<file path="src/rtl/cp0_ctrl_pkg.sv">
// rtl/cp0_ctrl_pkg.sv - shared CP0 exception codes, FSM and event-kind encodings
package cp0_ctrl_pkg;

  localparam logic [4:0] EXC_INT  = 5'h00;
  localparam logic [4:0] EXC_MOD  = 5'h01;
  localparam logic [4:0] EXC_TLBL = 5'h02;
  localparam logic [4:0] EXC_TLBS = 5'h03;
  localparam logic [4:0] EXC_ADEL = 5'h04;
  localparam logic [4:0] EXC_ADES = 5'h05;
  localparam logic [4:0] EXC_IBE  = 5'h06;
  localparam logic [4:0] EXC_DBE  = 5'h07;
  localparam logic [4:0] EXC_SYS  = 5'h08;
  localparam logic [4:0] EXC_BP   = 5'h09;
  localparam logic [4:0] EXC_RI   = 5'h0a;
  localparam logic [4:0] EXC_CPU  = 5'h0b;
  localparam logic [4:0] EXC_OV   = 5'h0c;

  localparam logic [31:0] DEFAULT_EXC_VECTOR = 32'hBFC00380;

  typedef enum logic [1:0] {ST_IDLE, ST_COMMIT, ST_FLUSH, ST_REDIRECT} state_e;
  typedef enum logic [1:0] {EV_NONE, EV_INT, EV_EXC, EV_ERET} kind_e;

  function automatic logic is_addr_err(input logic [4:0] code);
    return (code == EXC_ADEL) || (code == EXC_ADES);
  endfunction

endpackage

</file>
<file path="src/rtl/cp0_int_detect.sv">
// rtl/cp0_int_detect.sv - combinational pending-interrupt request from Status/Cause/hw_int
module cp0_int_detect (
  input  logic       ie,
  input  logic       exl,
  input  logic [7:0] im,
  input  logic [1:0] sw_ip,
  input  logic [5:0] hw_int,
  output logic       int_req
);

  assign int_req = ie & ~exl & (|({hw_int, sw_ip} & im));

endmodule

</file>
<file path="src/rtl/cp0_exc_commit_ctrl.sv">
// rtl/cp0_exc_commit_ctrl.sv - exception/ERET commit sequencer: CP0 strobes, flush, redirect
module cp0_exc_commit_ctrl
  import cp0_ctrl_pkg::*;
#(
  parameter logic [31:0] EXC_VECTOR   = DEFAULT_EXC_VECTOR,
  parameter int unsigned FLUSH_CYCLES = 2
) (
  input  logic        clk,
  input  logic        resetn,
  input  logic        wb_valid,
  input  logic        wb_is_exc,
  input  logic [4:0]  wb_excCode,
  input  logic [31:0] wb_pc,
  input  logic [31:0] wb_badvaddr,
  input  logic        wb_is_in_ds,
  input  logic        wb_is_eret,
  input  logic [5:0]  hw_int,
  input  logic [31:0] cp0_Status,
  input  logic [31:0] cp0_Cause,
  input  logic [31:0] cp0_EPC,
  input  logic        redirect_ack,
  output logic        epc_we,
  output logic [31:0] epc_wdata,
  output logic        cause_we,
  output logic [4:0]  cause_excCode,
  output logic        cause_bd,
  output logic        badvaddr_we,
  output logic [31:0] badvaddr_wdata,
  output logic        status_exl_set,
  output logic        status_exl_clr,
  output logic        flush,
  output logic        redirect_valid,
  output logic [31:0] redirect_pc,
  output logic        busy
);

  localparam logic [3:0] FLUSH_LAST = 4'(FLUSH_CYCLES - 1);

  state_e      state, state_n;
  kind_e       ev_kind;
  logic [31:0] ev_pc, ev_bv, target;
  logic [4:0]  ev_code;
  logic        ev_ds;
  logic [3:0]  flush_cnt;
  logic        int_req, accept;

  logic unused_bits;
  assign unused_bits = ^{cp0_Status[31:16], cp0_Status[7:2], cp0_Cause[31:10], cp0_Cause[7:0]};

  cp0_int_detect u_int_detect (
    .ie      (cp0_Status[0]),
    .exl     (cp0_Status[1]),
    .im      (cp0_Status[15:8]),
    .sw_ip   (cp0_Cause[9:8]),
    .hw_int  (hw_int),
    .int_req (int_req)
  );

  assign accept = (state == ST_IDLE) & wb_valid & (int_req | wb_is_exc | wb_is_eret);

  always_ff @(posedge clk or negedge resetn) begin
    if (!resetn) begin
      state     <= ST_IDLE;
      ev_kind   <= EV_NONE;
      ev_pc     <= '0;
      ev_bv     <= '0;
      ev_code   <= '0;
      ev_ds     <= 1'b0;
      flush_cnt <= '0;
      target    <= '0;
    end else begin
      state <= state_n;
      if (accept) begin
        ev_kind <= int_req ? EV_INT : (wb_is_exc ? EV_EXC : EV_ERET);
        ev_code <= int_req ? EXC_INT : wb_excCode;
        ev_pc   <= wb_pc;
        ev_bv   <= wb_badvaddr;
        ev_ds   <= wb_is_in_ds;
      end
      // ERET returns to the EPC as it stands in the commit cycle
      if (state == ST_COMMIT) begin
        flush_cnt <= 4'd1;
        target    <= (ev_kind == EV_ERET) ? cp0_EPC : EXC_VECTOR;
      end else if (state == ST_FLUSH) begin
        flush_cnt <= flush_cnt + 4'd1;
      end
    end
  end

  always_comb begin
    state_n = state;
    case (state)
      ST_IDLE:     if (accept) state_n = ST_COMMIT;
      ST_COMMIT:   state_n = (FLUSH_CYCLES <= 1) ? ST_REDIRECT : ST_FLUSH;
      ST_FLUSH:    if (flush_cnt >= FLUSH_LAST) state_n = ST_REDIRECT;
      ST_REDIRECT: if (redirect_ack) state_n = ST_IDLE;
      default:     state_n = ST_IDLE;
    endcase
  end

  always_comb begin
    epc_we         = 1'b0;
    epc_wdata      = '0;
    cause_we       = 1'b0;
    cause_excCode  = '0;
    cause_bd       = 1'b0;
    badvaddr_we    = 1'b0;
    badvaddr_wdata = '0;
    status_exl_set = 1'b0;
    status_exl_clr = 1'b0;
    flush          = 1'b0;
    redirect_valid = 1'b0;
    redirect_pc    = '0;
    busy           = (state != ST_IDLE);
    case (state)
      ST_COMMIT: begin
        flush = 1'b1;
        if (ev_kind == EV_ERET) begin
          status_exl_clr = 1'b1;
        end else begin
          status_exl_set = 1'b1;
          cause_we       = 1'b1;
          cause_excCode  = ev_code;
          cause_bd       = ev_ds;
          // nested exception keeps the original return address
          if (!cp0_Status[1]) begin
            epc_we    = 1'b1;
            epc_wdata = ev_ds ? (ev_pc - 32'd4) : ev_pc;
          end
          if ((ev_kind == EV_EXC) && is_addr_err(ev_code)) begin
            badvaddr_we    = 1'b1;
            badvaddr_wdata = ev_bv;
          end
        end
      end
      ST_FLUSH: flush = 1'b1;
      ST_REDIRECT: begin
        redirect_valid = 1'b1;
        redirect_pc    = target;
      end
      default: ;
    endcase
  end

endmodule
</file>
<file path="config.mk">
export PLATFORM = sky130hd
export DESIGN_NAME = cp0_exc_commit_ctrl
export DESIGN_NICKNAME = d
export VERILOG_FILES = /design/src/rtl/cp0_ctrl_pkg.sv /design/src/rtl/cp0_int_detect.sv /design/src/rtl/cp0_exc_commit_ctrl.sv
export SDC_FILE = /design/constraint.sdc
export NUM_CORES = 1
export LEC_CHECK = 0
export ABC_AREA = 1
export BUFFER_PORTS_ARGS = -buffer_cell sky130_fd_sc_hd__buf_2
export CORE_UTILIZATION = 40
export DETAILED_ROUTE_END_ITERATION = 16
export HOLD_SLACK_MARGIN = 0.15
export PLACE_DENSITY = 0.83
export SLEW_MARGIN = 10
export SYNTH_ARGS = -nofsm -noshare
export SYNTH_HDL_FRONTEND = slang
export SYNTH_SLANG_ARGS = --single-unit
</file>
<file path="constraint.sdc">
create_clock -name clk -period 3.2 [get_ports clk]
set_input_delay 0.32 -clock clk [delete_from_list [all_inputs] [get_ports clk]]
set_output_delay 0.32 -clock clk [all_outputs]
set_load 0.01 [all_outputs]
</file>
==> results.yml <==
logic_synthesis:
  syn_area_um2: 5779
  async_flop_share: 1.000
  ys_ff_latch: 110
  synth_flop_cell: "dfrtp_1"
  synth_top_area_frac: 0.4763
  synth_area_leaders: "dfrtp_1 48%, nor2_1 9.9%, nand2_1 8.9%, inv_1 7.3%, a21oi_1 5.9%"
  yosys_warnings: 0
  synth_cells: 755
  syn_area_per_cell_um2: 7.655
  synth_cell_type_count: 32
  synth-edff-count: 0
  yosys.area.top_type: "dfrtp_1"
  syn_nets: 942
  ys_seq_area_frac: 0.4763
timing:
  fin_crit_ps: 2855
  setup_slack_ps: 344.7
  final-setup-viol-count: 0
  worstMarginPinSlew_ps: 704.3
  slew_viol_final: 0
  hold_viol: 0
  min_period_over_period: 0.8923
  rsz0062_at_grt: "false"
  finalClockSkew_ps: 6.607
  slew_headroom: 0.5269
  fmax_mhz: 350.2
  tns_ps: 0
placed_design:
  hpwl_mm: 11.45
  io_buffers: 235
  gp_congestion: 0.9389
  pre_cts_ws_ps: 738.2
  place_inst: 1143
  placed_cell_area_um2: 7096
finish:
  layout-drive-gt1-share: 0.2898
  fillers: 1328
  syn_to_final_growth_pct: 28.27
  final_common_cell: "buf_2"
  diodes: 0
  design_area_um2: 7413
  finalNonFillerCells: 1160
  final_cell_mix: "234 x buf_2, 152 x nor2_1, 137 x nand2_1"
  fin_nets: 1162
detailed_routing:
  dr.pass1.iters: 5
  wl_mm: 15.19
  via_count: 5633
  via_per_inst: 4.856
  wl_per_cell_um: 13.10
  drtIter0Drc: 201
  ant_nets: 0
  drc_errors: 0
clocking:
  clock_sinks: 110
  cts_setup_buffers: 0
  cts_tree: "yes"
  insertion_delay_ps: 350
  cts-resized-gates: 0
  htree_levels: 3
  cts-buffers-inserted: 9
  cts-root-buf: "clkbuf_16"
  clk_pin_slew_ps: 70
  cts_buffer_depth: 2
worst_setup_path:
  critPathSlowestCell: "dfrtp_1"
  end_kind: "primary output"
  reg2regPathDepth: 8
  critical_path_class: "reg -> out"
  critPathRequiredTime_ps: 2880
  cpPeakStageDelay_ps: 410
  worstSetupStartpoint: "state[1]"
  crit_fanout: 20
  arrival_ps: 2540
  worstSetupStartpointType: "flop"
  r2r_start: "state[0]"
  crit_chain: "inv_1 > ha_1 > inv_2 > nor2_2 > inv_2 > nor2_4 > inv_2 > nor3_1 > buf_2"
  cp_common_cell: "inv_2"
global_route:
  antenna_found_initial: 0
  grtUsageTotal: 0.2130
  grt_pass1_wl_mm: 24.88
  grt_max_degree: 73
  grt_pass1_vias: 5362
  grt-ovfl-total: 0
floorplanning:
  die_h_um: 122.2
  die_x_um: 122.2
  start_util: 0.4131
  dieArea_um2: 14930
  core_region_area_um2: 13990
  io_pins: 288
  fp-row-count: 43
status:
  status: "finished clean"
min_path:
  hold_path_class: "in -> reg"
  hold_depth: 3
  min_from: "wb_excCode[1]"
power_and_ir_drop:
  power_w: 0.006077
  ir_drop_mv: 0.5333
  pwr_density_cell_nw_per_um2: 819.7
  static-leakage-power_nw: 4.413
flow_run:
  drv_cap: 0
synth_stat cells, types with 6 or more instances:
library cell  number
a21oi_1           68
a22o_1            20
buf_2             13
clkbuf_1          15
dfrtp_1          110
ha_1               9
inv_1            112
inv_2              7
nand2_1          137
nand3_1           33
nand4_1           11
nor2_1           152
nor3_1             6
o21ai_0            9
o22a_1            12
xor2_1             6
cells by family (layout without fill, tap and decap cells):
family / count (synthesis) / in the layout / synth area share
and+or+nand+nor: 359 / 359 / 0.2624
buffers and inverters: 154 / 379 / 0.1076
AOI/OAI and AO/OA: 115 / 115 / 0.1221
DFF: 110 / 110 / 0.4763
adders and majority gates: 9 / 9 / 0.01949
xor gates and xnor gates: 8 / 8 / 0.01212
final timing paths:
path                            endpoint  slack (ps)
setup / recovery           epc_wdata[17]         340
hold / removal                ev_code[1]         160
setup reg to reg                ev_pc[4]        1050
hold reg to reg               ev_code[2]         480
max in group asynchronous       ev_bv[4]        1890
min in group asynchronous      ev_pc[23]         550
critical path, delay by kind of cell (launching register included):
family | cells | cell delay, ps
adder cells (fa/ha/maj) | 1 | 190
buffers and inverters | 5 | 740
flip-flops | 1 | 410
AND/OR/NAND/NOR | 3 | 850
registers in the layout, indices dropped and copies added, names as in the netlist:
name,count
ev_ds,1
ev_pc,32
flush_cnt,4
ev_code,5
ev_kind,2
ev_bv,32
state,2
target,32
final cells by class:
type,count,area [um2],share of cell area
sequential,110,2753,0.3713
multi-input combinational,491,2410,0.3251
timing repair buffer,243,1266,0.1708
inverter,120,451.7,0.06093
clock buffer,11,242.7,0.03274
tap,180,225.2,0.03038
clock inverter,5,65.06,0.008776
per-stage QoR:
stage	util	hold slack [ps]
5_1_grt	0.5300	164.3
3_5_place_dp	0.5072	398.4
6_report	0.5300	164.3
2_1_floorplan	-	24.41
4_1_cts	0.5300	151.3
3_3_place_gp	0.5072	391.1
per-layer routing:
metal | wire length [um] | vias up | global-route usage | part of all wire
met5 | 0 | - | 0 | 0
met4 | 370 | 0 | 0.08765 | 0.024
met3 | 988 | 31 | 0.04354 | 0.065
met2 | 7386 | 231 | 0.3571 | 0.49
met1 | 6448 | 2572 | 0.2663 | 0.42
li1 | - | 2799 | - | -
where the power goes:
part | internal (W) | leakage (nW) | switching (W) | total, W
registers | 0.00203 | 1.26 | 0.000415 | 0.00245
logic | 0.000942 | 3.01 | 0.00153 | 0.00247
clock network | 0.000638 | 0.144 | 0.000523 | 0.00116
total | 0.00361 | 4.41 | 0.00246 | 0.00608
what timing repair did:
item,CTS,global route
hold buffers,1,0
hold endpoints to repair,48,0
setup endpoints to repair,0,0
Power figures use the tool's default switching activity.
